**config.mk**
```make
export PLATFORM = sky130hd
export DESIGN_NAME = dmem_arbiter
export DESIGN_NICKNAME = d
export VERILOG_FILES = /design/src/rtl/dmem_arb_pkg.sv /design/src/rtl/dmem_arb_age.sv /design/src/rtl/dmem_arbiter.sv
export SDC_FILE = /design/constraint.sdc
export NUM_CORES = 1
export LEC_CHECK = 0
export CELL_PAD_IN_SITES_DETAIL_PLACEMENT = 0
export CELL_PAD_IN_SITES_GLOBAL_PLACEMENT = 1
export CORE_AREA = 2 2 207 209
export CTS_CLUSTER_SIZE = 30
export DETAILED_ROUTE_END_ITERATION = 8
export DIE_AREA = 0 0 209 211
export GPL_ROUTABILITY_DRIVEN = 1
export GPL_TIMING_DRIVEN = 1
export PLACE_DENSITY_LB_ADDON = 0.1
export SLEW_MARGIN = 20
export SYNTH_ARGS = -nofsm -noshare
export SYNTH_HDL_FRONTEND = slang
export SYNTH_SLANG_ARGS = --single-unit
export TNS_END_PERCENT = 1
```
**constraint.sdc**
```tcl
create_clock -name clk_i -period 2 [get_ports clk_i]
set_clock_uncertainty 0.1 [all_clocks]
set_input_delay 0.2 -clock clk_i [delete_from_list [all_inputs] [get_ports clk_i]]
set_output_delay 0.2 -clock clk_i [all_outputs]
set_load 0.05 [all_outputs]
```
**src/rtl/dmem_arb_pkg.sv**
```systemverilog
// dmem_arbiter shared types: FSM states, owner encoding, counter width.
// Optional macro DMEM_ARB_AGE_EN enables fetch anti-starvation ageing.
package dmem_arb_pkg;

  typedef enum logic [1:0] {
    ST_IDLE   = 2'd0,
    ST_ACCESS = 2'd1,
    ST_DONE   = 2'd2
  } state_e;

  typedef enum logic {
    OWN_FETCH = 1'b0,
    OWN_MEM   = 1'b1
  } owner_e;

  localparam int CNT_W = 4;

endpackage

```
**src/rtl/dmem_arb_age.sv**
```systemverilog
// Fetch ageing: counts MEM grants that bypassed a waiting fetch.
// Raises fetch_pri_o once the limit is reached (DMEM_ARB_AGE_EN only).
module dmem_arb_age
  import dmem_arb_pkg::*;
#(
  parameter int AGE_MAX = 4
) (
  input  logic clk_i,
  input  logic rst_n_i,
  input  logic idle_i,
  input  logic if_req_i,
  input  logic m_grant_i,
  input  logic f_grant_i,
  output logic fetch_pri_o
);

  localparam logic [CNT_W-1:0] AGE_LIM = CNT_W'(AGE_MAX);

  logic [CNT_W-1:0] age_q;
  logic [CNT_W-1:0] age_d;

  // next age: clear when fetch served or idle, bump on a bypassing MEM grant
  always_comb begin
    age_d = age_q;
    if (f_grant_i || (idle_i && !if_req_i)) begin
      age_d = '0;
    end else if (m_grant_i && if_req_i && (age_q != AGE_LIM)) begin
      age_d = age_q + 1'b1;
    end
  end

  // age register
  always_ff @(posedge clk_i) begin
    if (!rst_n_i) age_q <= '0;
    else          age_q <= age_d;
  end

  assign fetch_pri_o = (age_q == AGE_LIM);

endmodule

```
**src/rtl/dmem_arbiter.sv**
```systemverilog
// Shares one data RAM between fetch (read) and memory stage (read/write).
// Define DMEM_ARB_AGE_EN to stop fetch starving under constant MEM traffic.
module dmem_arbiter
  import dmem_arb_pkg::*;
#(
  parameter int ADDR_W  = 64,
  parameter int DATA_W  = 64,
  parameter int MEM_LAT = 2,
  parameter int AGE_MAX = 4
) (
  input  logic              clk_i,
  input  logic              rst_n_i,
  input  logic              if_req_i,
  input  logic [ADDR_W-1:0] if_addr_i,
  output logic [DATA_W-1:0] if_rdata_o,
  output logic              if_valid_o,
  output logic              if_error_o,
  output logic              if_stall_o,
  input  logic              m_req_i,
  input  logic              m_we_i,
  input  logic [ADDR_W-1:0] m_addr_i,
  input  logic [DATA_W-1:0] m_wdata_i,
  output logic [DATA_W-1:0] m_rdata_o,
  output logic              m_valid_o,
  output logic              m_error_o,
  output logic              m_stall_o,
  output logic              ram_r_en_o,
  output logic              ram_w_en_o,
  output logic [ADDR_W-1:0] ram_addr_o,
  output logic [DATA_W-1:0] ram_wdata_o,
  input  logic [DATA_W-1:0] ram_rdata_i,
  input  logic              ram_error_i
);

  if (MEM_LAT < 1 || MEM_LAT > 15) begin : g_lat_chk
    $error("dmem_arbiter: MEM_LAT must be 1..15");
  end

  if (AGE_MAX < 1 || AGE_MAX > 15) begin : g_age_chk
    $error("dmem_arbiter: AGE_MAX must be 1..15");
  end

  localparam logic [CNT_W-1:0] LAT_INIT = CNT_W'(MEM_LAT - 1);

  state_e            state_q, state_d;
  owner_e            owner_q, owner_d;
  logic [CNT_W-1:0]  cnt_q, cnt_d;
  logic              we_q, we_d;
  logic [ADDR_W-1:0] addr_q, addr_d;
  logic [DATA_W-1:0] wdata_q, wdata_d;
  logic [DATA_W-1:0] rdata_q, rdata_d;
  logic              err_q, err_d;

  logic idle, in_acc, in_done;
  logic fetch_pri, grant_m, grant_f;

  assign idle    = (state_q == ST_IDLE);
  assign in_acc  = (state_q == ST_ACCESS);
  assign in_done = (state_q == ST_DONE);

`ifdef DMEM_ARB_AGE_EN
  dmem_arb_age #(
    .AGE_MAX (AGE_MAX)
  ) u_age (
    .clk_i       (clk_i),
    .rst_n_i     (rst_n_i),
    .idle_i      (idle),
    .if_req_i    (if_req_i),
    .m_grant_i   (grant_m),
    .f_grant_i   (grant_f),
    .fetch_pri_o (fetch_pri)
  );
`else
  assign fetch_pri = 1'b0;
`endif

  // MEM is the older instruction, so it wins unless fetch has aged out
  assign grant_m = idle & m_req_i & ~(fetch_pri & if_req_i);
  assign grant_f = idle & if_req_i & ~grant_m;

  // FSM next state, request latching and response capture
  always_comb begin
    state_d = state_q;
    owner_d = owner_q;
    cnt_d   = cnt_q;
    we_d    = we_q;
    addr_d  = addr_q;
    wdata_d = wdata_q;
    rdata_d = rdata_q;
    err_d   = err_q;
    unique case (state_q)
      ST_IDLE: begin
        if (grant_m) begin
          owner_d = OWN_MEM;
          we_d    = m_we_i;
          addr_d  = m_addr_i;
          wdata_d = m_wdata_i;
          cnt_d   = LAT_INIT;
          state_d = ST_ACCESS;
        end else if (grant_f) begin
          owner_d = OWN_FETCH;
          we_d    = 1'b0;
          addr_d  = if_addr_i;
          wdata_d = '0;
          cnt_d   = LAT_INIT;
          state_d = ST_ACCESS;
        end
      end
      ST_ACCESS: begin
        if (cnt_q == '0) begin
          rdata_d = we_q ? '0 : ram_rdata_i;
          err_d   = ram_error_i;
          state_d = ST_DONE;
        end else begin
          cnt_d = cnt_q - 1'b1;
        end
      end
      ST_DONE: state_d = ST_IDLE;
      default: state_d = ST_IDLE;
    endcase
  end

  // state and datapath registers; reset abandons any transaction
  always_ff @(posedge clk_i) begin
    if (!rst_n_i) begin
      state_q <= ST_IDLE;
      owner_q <= OWN_FETCH;
      cnt_q   <= '0;
      we_q    <= 1'b0;
      addr_q  <= '0;
      wdata_q <= '0;
      rdata_q <= '0;
      err_q   <= 1'b0;
    end else begin
      state_q <= state_d;
      owner_q <= owner_d;
      cnt_q   <= cnt_d;
      we_q    <= we_d;
      addr_q  <= addr_d;
      wdata_q <= wdata_d;
      rdata_q <= rdata_d;
      err_q   <= err_d;
    end
  end

  // write strobes only in the last access cycle so it happens once
  assign ram_r_en_o  = in_acc & ~we_q;
  assign ram_w_en_o  = in_acc & we_q & (cnt_q == '0);
  assign ram_addr_o  = in_acc ? addr_q  : '0;
  assign ram_wdata_o = in_acc ? wdata_q : '0;

  assign m_valid_o  = in_done & (owner_q == OWN_MEM);
  assign if_valid_o = in_done & (owner_q == OWN_FETCH);
  assign m_rdata_o  = m_valid_o  ? rdata_q : '0;
  assign if_rdata_o = if_valid_o ? rdata_q : '0;
  assign m_error_o  = m_valid_o  & err_q;
  assign if_error_o = if_valid_o & err_q;
  assign m_stall_o  = m_req_i  & ~m_valid_o;
  assign if_stall_o = if_req_i & ~if_valid_o;

endmodule

```
### Word level (Yosys, flattened, before mapping)

Index checks and enable logic that the tools add are counted.
Widths: inputs -> output; s select.

| word-level totals | value |
|---|---|
| bits in registers | 201 |
| output and inout bits | 264 |
| input bits | 262 |

| cells by class | value |
|---|---|
| bitwise gates (word level) | 17 |
| add/sub/neg operators | 1 |
| mux-type cells | 20 |
| equal/unequal tests | 5 |
| reductions and logical operators | 8 |

Operators by type and width:

| cell | count |
|---|---|
| $mux 64 | 9 |
| $and 1x1->1 | 12 |
| $mux 4 | 3 |
| $pmux 4 s2 | 1 |
| $mux 2 | 3 |
| $reduce_and 2->1 | 3 |
| $not 1->1 | 5 |
| $logic_not 4->1 | 1 |
| $pmux 2 s2 | 1 |
| $reduce_bool 2->1 | 2 |
| $sub 4x1->4 const B | 1 |
| $mux 1 | 3 |
| $ne 3x1->1 const B | 1 |
| $reduce_and 3->1 | 1 |
| $eq 2x1->1 const B | 1 |
| $eq 2x2->1 const B | 1 |
| $logic_not 2->1 | 1 |
| $ne 2x1->1 const B | 1 |
| $ne 2x2->1 const B | 1 |

### Logic depth before layout (Yosys ltp)

| depth | value |
|---|---|
| depth in word-level cells | 7 |
| depth in mapped cells | 7 |
| mapped depth without buffers | 5 |

### Worst setup path after synthesis

Ideal clock, no wire load.

| timing path | value |
|---|---|
| path kind | register -> output |
| from | reg state_q[1] |
| to | out if_rdata_o[54] |
| data arrival time | 1745 ps |
| data required time | 1700 ps |
| cell stages (with the launch flop) | 4 |
| path buffers | 1 |
| slack | -45 ps |
| cells stage by stage | dfxtp_1 > nor3b_2 > clkbuf_1 > and2_1 |

| on the way | value |
|---|---|
| longest elaborated chain between the ends | 3 |

Ends and longest elaborated chain:

| element | RTL line | source |
|---|---|---|
| from (decl) | dmem_arbiter.sv:45 | `state_e state_q, state_d;` |
| from (signal assigned) | dmem_arbiter.sv:135 | `state_q <= state_d;` |
| $eq 2x2->1 | dmem_arbiter.sv:59 | `assign in_done = (state_q == ST_DONE);` |
| $and 1x1->1 | dmem_arbiter.sv:153 | `assign if_valid_o = in_done & (owner_q == OWN_FETCH);` |
| named net if_valid_o | dmem_arbiter.sv:16 | `output logic if_valid_o,` |
| $mux 64 | dmem_arbiter.sv:155 | `assign if_rdata_o = if_valid_o ? rdata_q : '0;` |
| to (decl) | dmem_arbiter.sv:15 | `output logic [DATA_W-1:0] if_rdata_o,` |

The timed path passes the listed nets, and every way through them passes these cells.

### Worst setup path in the final report

| timing path | value |
|---|---|
| from | reg state_q[1] |
| to | out ram_wdata_o[35] |

| on the way | value |
|---|---|
| longest elaborated chain between the ends | 2 |

Ends and longest elaborated chain:

| element | RTL line | source |
|---|---|---|
| $eq 2x1->1 | dmem_arbiter.sv:58 | `assign in_acc = (state_q == ST_ACCESS);` |
| $mux 64 | dmem_arbiter.sv:150 | `assign ram_wdata_o = in_acc ? wdata_q : '0;` |
| to (decl) | dmem_arbiter.sv:30 | `output logic [DATA_W-1:0] ram_wdata_o,` |

No other way between the ends.

==> results.sh <==
export IMPL_critical_path_class="flip-flop to output port"
export IMPL_nets=2004
export IMPL_tightest_slew_ns=0.4134
export IMPL_endpoint="ram_wdata_o[35]"
export IMPL_fp_dieW_um=209
export IMPL_cts_path_max_buffers=3
export IMPL_crit_family="simple AND/OR/NAND/NOR gates"
export IMPL_vdd_ir_drop_max_mv=0.5826
export IMPL_core_area_um2=41760
export IMPL_rsz0062_at_grt="yes"
export IMPL_fin_crit_sh=1.082
export IMPL_io_pins=526
export IMPL_slowest_stage="dfxtp_4"
export IMPL_synth_cells=1272
export IMPL_start_util=0.2552
export IMPL_powerDensity_nw_per_um2=659.7
export IMPL_viasPerCell=4.670
export IMPL_cts_tree="built"
export IMPL_fmax_mhz=462.2
export IMPL_netlist_area_um2=10660
export IMPL_setup_violations=261
export IMPL_postLayoutCellArea_um2=20940
export IMPL_fin_util=0.5014
export IMPL_path_common_cell="buf_12"
export IMPL_slowest_delay_ns=0.37
export IMPL_seqPwrFrac=0.343
export IMPL_grt_pass1_vias=10464
export IMPL_ys_ff_latch=201
export IMPL_cp_end_kind="output port"
export IMPL_slew_viol_final=0
export IMPL_firstDrtPassIters=4
export IMPL_worstPathRequired_ns=1.70
export IMPL_r2r_cells=6
export IMPL_fp_dieH_um=211
export IMPL_crit_fanout=8
export IMPL_p_leak_nw=8.080
export IMPL_cts_buffers=26
export IMPL_grt_max_degree=77
export IMPL_synth_area_top_cells="dfxtp_1 38%, and2_1 15%, o221a_1 6.1%"
export IMPL_yosysWarnings=0
export IMPL_cts_num_sinks=201
export IMPL_drtAntennaViolNets=0
export IMPL_num_vias=10740
export IMPL_r2r_end="rdata_q[6]"
export IMPL_hp_class="input port to flip-flop"
export IMPL_dp_hpwl_um=31270
export IMPL_drive_above_1_share=0.3515
export IMPL_setup_ws_ns=-0.1637
export IMPL_crit_path_start="state_q[1]"
export IMPL_avgSynthCellArea_um2=8.377
export IMPL_antenna_found_initial=5
export IMPL_failed_checks="negative setup slack"
export IMPL_netSwitchingPower_w=0.004262
export IMPL_place_area_um2=19060
export IMPL_run_status="finished with violations"
export IMPL_reg2reg_from="state_q[1]"
export IMPL_root_buffer="clkbuf_16"
export IMPL_cp_num_cells=5
export IMPL_area_growth_pct=96.49
export IMPL_gp_congestion=0.7523
export IMPL_slew_headroom=0.7244
export IMPL_crit_buf_inv=3
export IMPL_synth_top_area_frac=0.3776
export IMPL_critPathLaunchType="flip-flop"
export IMPL_critical_path_arrival_ns=1.86
export IMPL_yosysUniqueCellTypes=40
export IMPL_n_fill_cell=3835
export IMPL_p_int_w=0.009550
export IMPL_drc_errors=0
export IMPL_ys_seq_area_frac=0.3776
export IMPL_layout_common_cells="283 x buf_12, 258 x clkdlybuf4s50_1, 251 x and2_4, 198 x dfxtp_1, 134 x nand2_1"
export IMPL_rrSetupSlack_ns=0.16
export IMPL_finalHoldViolations=0
export IMPL_layout_commonest_cell="buf_12"
export IMPL_port_buffers=525
export IMPL_fp_row_count=75
export IMPL_period_minus_slack_ns=2.164
export IMPL_pwr_share_comb=0.309
export IMPL_maxCapViolations=0
export IMPL_clkPwrFrac=0.348
export IMPL_wirelength_um=46820
export IMPL_ctsHtreeMaxLevel=1
export IMPL_overflow=0
export IMPL_grt_usage=0.1993
export IMPL_crit_chain="and2b_4 -> buf_12 -> buf_6 -> and2_1 -> buf_12"
export IMPL_post_drt_wl_per_cell_um=20.35
export IMPL_clock_latency_ns=0.53
export IMPL_yosysTopAreaCell="dfxtp_1"
export IMPL_die_area_um2=44100
export IMPL_syn_nets=1536
export IMPL_grt_pass1_wl_um=67220
export IMPL_clk_pin_slew_ns=0.06
export IMPL_drt_iter0_drc=469
export IMPL_swShare=0.3086
## flip-flops by register name (all words and copies together) (netlist names)
register / count
addr_q: 64
rdata_q: 64
wdata_q: 64
cnt_q: 4
state_q: 2
err_q: 1
owner_q: 1
we_q: 1
## power by group through the flow
| stage | clock network [W] | logic (W) | registers, W |
|---|---|---|---|
| global route | 0.00514 | 0.00453 | 0.00478 |
| floorplan | 0 | 0.00207 | 0.00466 |
| CTS | 0.00500 | 0.00416 | 0.00472 |
| detailed placement | 0 | 0.00386 | 0.00477 |
| finish | 0.00481 | 0.00427 | 0.00473 |
| global placement | 0 | 0.00383 | 0.00477 |
## cells by family after synthesis
group,count (synthesis),share of synthesized area
flip-flops,201,0.3776
adder cells (fa/ha/maj),2,0.002348
multiplexers,65,0.06106
AO/OA/AOI/OAI,269,0.1807
buffers and inverters,131,0.05730
AND/OR/NAND/NOR,604,0.3209
## through the flow
stage / setup slack [ns] / setup TNS, ns / hold slack [ns] / power (W) / cells
global route: -0.2311 / -46.13 / 0.08350 / 0.01445 / 2300
CTS: -0.2312 / -41.08 / 0.07022 / 0.01388 / 2291
global placement: 0.1553 / 0 / 0.3481 / 0.008597 / 2234
finish: -0.1637 / -26.34 / 0.09703 / 0.01381 / 2300
detailed placement: 0.1215 / 0 / 0.3544 / 0.008628 / 2234
floorplan: -0.02910 / -0.2619 / 0.2392 / 0.006736 / 1272
## layer usage
metal	routed length (um)	GRT usage	up-vias
met5	28	0	-
met4	956	0.04631	4
met3	3328	0.06215	54
met2	23560	0.3562	325
met1	18950	0.2322	5135
li1	-	-	5222
## synthesized netlist by cell type
| master | count |
|---|---|
| nand2b_1 | 2 |
| or2_1 | 1 |
| nor4b_1 | 1 |
| o22ai_1 | 2 |
| mux2i_1 | 65 |
| a31oi_1 | 1 |
| buf_4 | 8 |
| o21a_1 | 1 |
| o31ai_1 | 1 |
| nand2_1 | 134 |
| clkbuf_1 | 84 |
| buf_2 | 29 |
| a21boi_0 | 2 |
| nor2_8 | 1 |
| o221a_1 | 58 |
| nand3b_1 | 65 |
| dfxtp_1 | 201 |
| o221a_2 | 4 |
| o221ai_1 | 1 |
| or4_1 | 1 |
| ha_1 | 2 |
| inv_1 | 3 |
| nor2_4 | 1 |
| and3b_1 | 3 |
| nor2b_1 | 64 |
| a21oi_1 | 64 |
| nor2_1 | 63 |
| nor3b_2 | 3 |
| and3_1 | 2 |
| o21ai_0 | 65 |
| o311ai_0 | 1 |
| and2_1 | 259 |
| nor3b_1 | 1 |
| buf_6 | 7 |
| a41o_1 | 1 |
| and2b_4 | 1 |
| or3_1 | 1 |
| a21boi_1 | 66 |
| o21ai_1 | 2 |
| nor3_1 | 1 |
## area by class of cell
class	count	area, um^2	area share
Antenna cell	3	7.507	0.0003586
Inverter	3	11.26	0.0005379
Timing Repair Buffer	568	8663	0.4138
Sequential cell	201	4033	0.1926
Clock buffer	40	794.5	0.03795
Clock inverter	6	80.08	0.003825
Multi-Input combinational cell	940	6673	0.3187
Tap cell	539	674.4	0.03221
## worst reg2reg max path: cells and delay by family (launching register included)
family	cells	cell delay, ns
AND/OR/NAND/NOR	2	0.57
flip-flops	1	0.37
multiplexers	1	0.22
buffers and inverters	3	0.51
## how the worst min path moves through the flow
stage | end | slack [ns] | cells after the start | from
2_1_floorplan | wdata_q[0] | 0.24 | 2 | m_wdata_i[0]
3_3_place_gp | rdata_q[38] | 0.35 | 2 | rdata_q[38]
3_5_place_dp | rdata_q[47] | 0.35 | 2 | rdata_q[47]
4_1_cts | owner_q | 0.07 | 2 | rst_n_i
5_1_grt | wdata_q[7] | 0.08 | 3 | m_wdata_i[7]
6_report | rdata_q[46] | 0.1 | 3 | rst_n_i
## repair_timing
item	4_1_cts	5_1_grt
pin swaps	100	99
gates cloned	5	5
hold buffers	0	0
setup endpoints to repair	263	262
resized for setup	164	103
setup buffers	6	1
(Power assumes the default switching activity.)
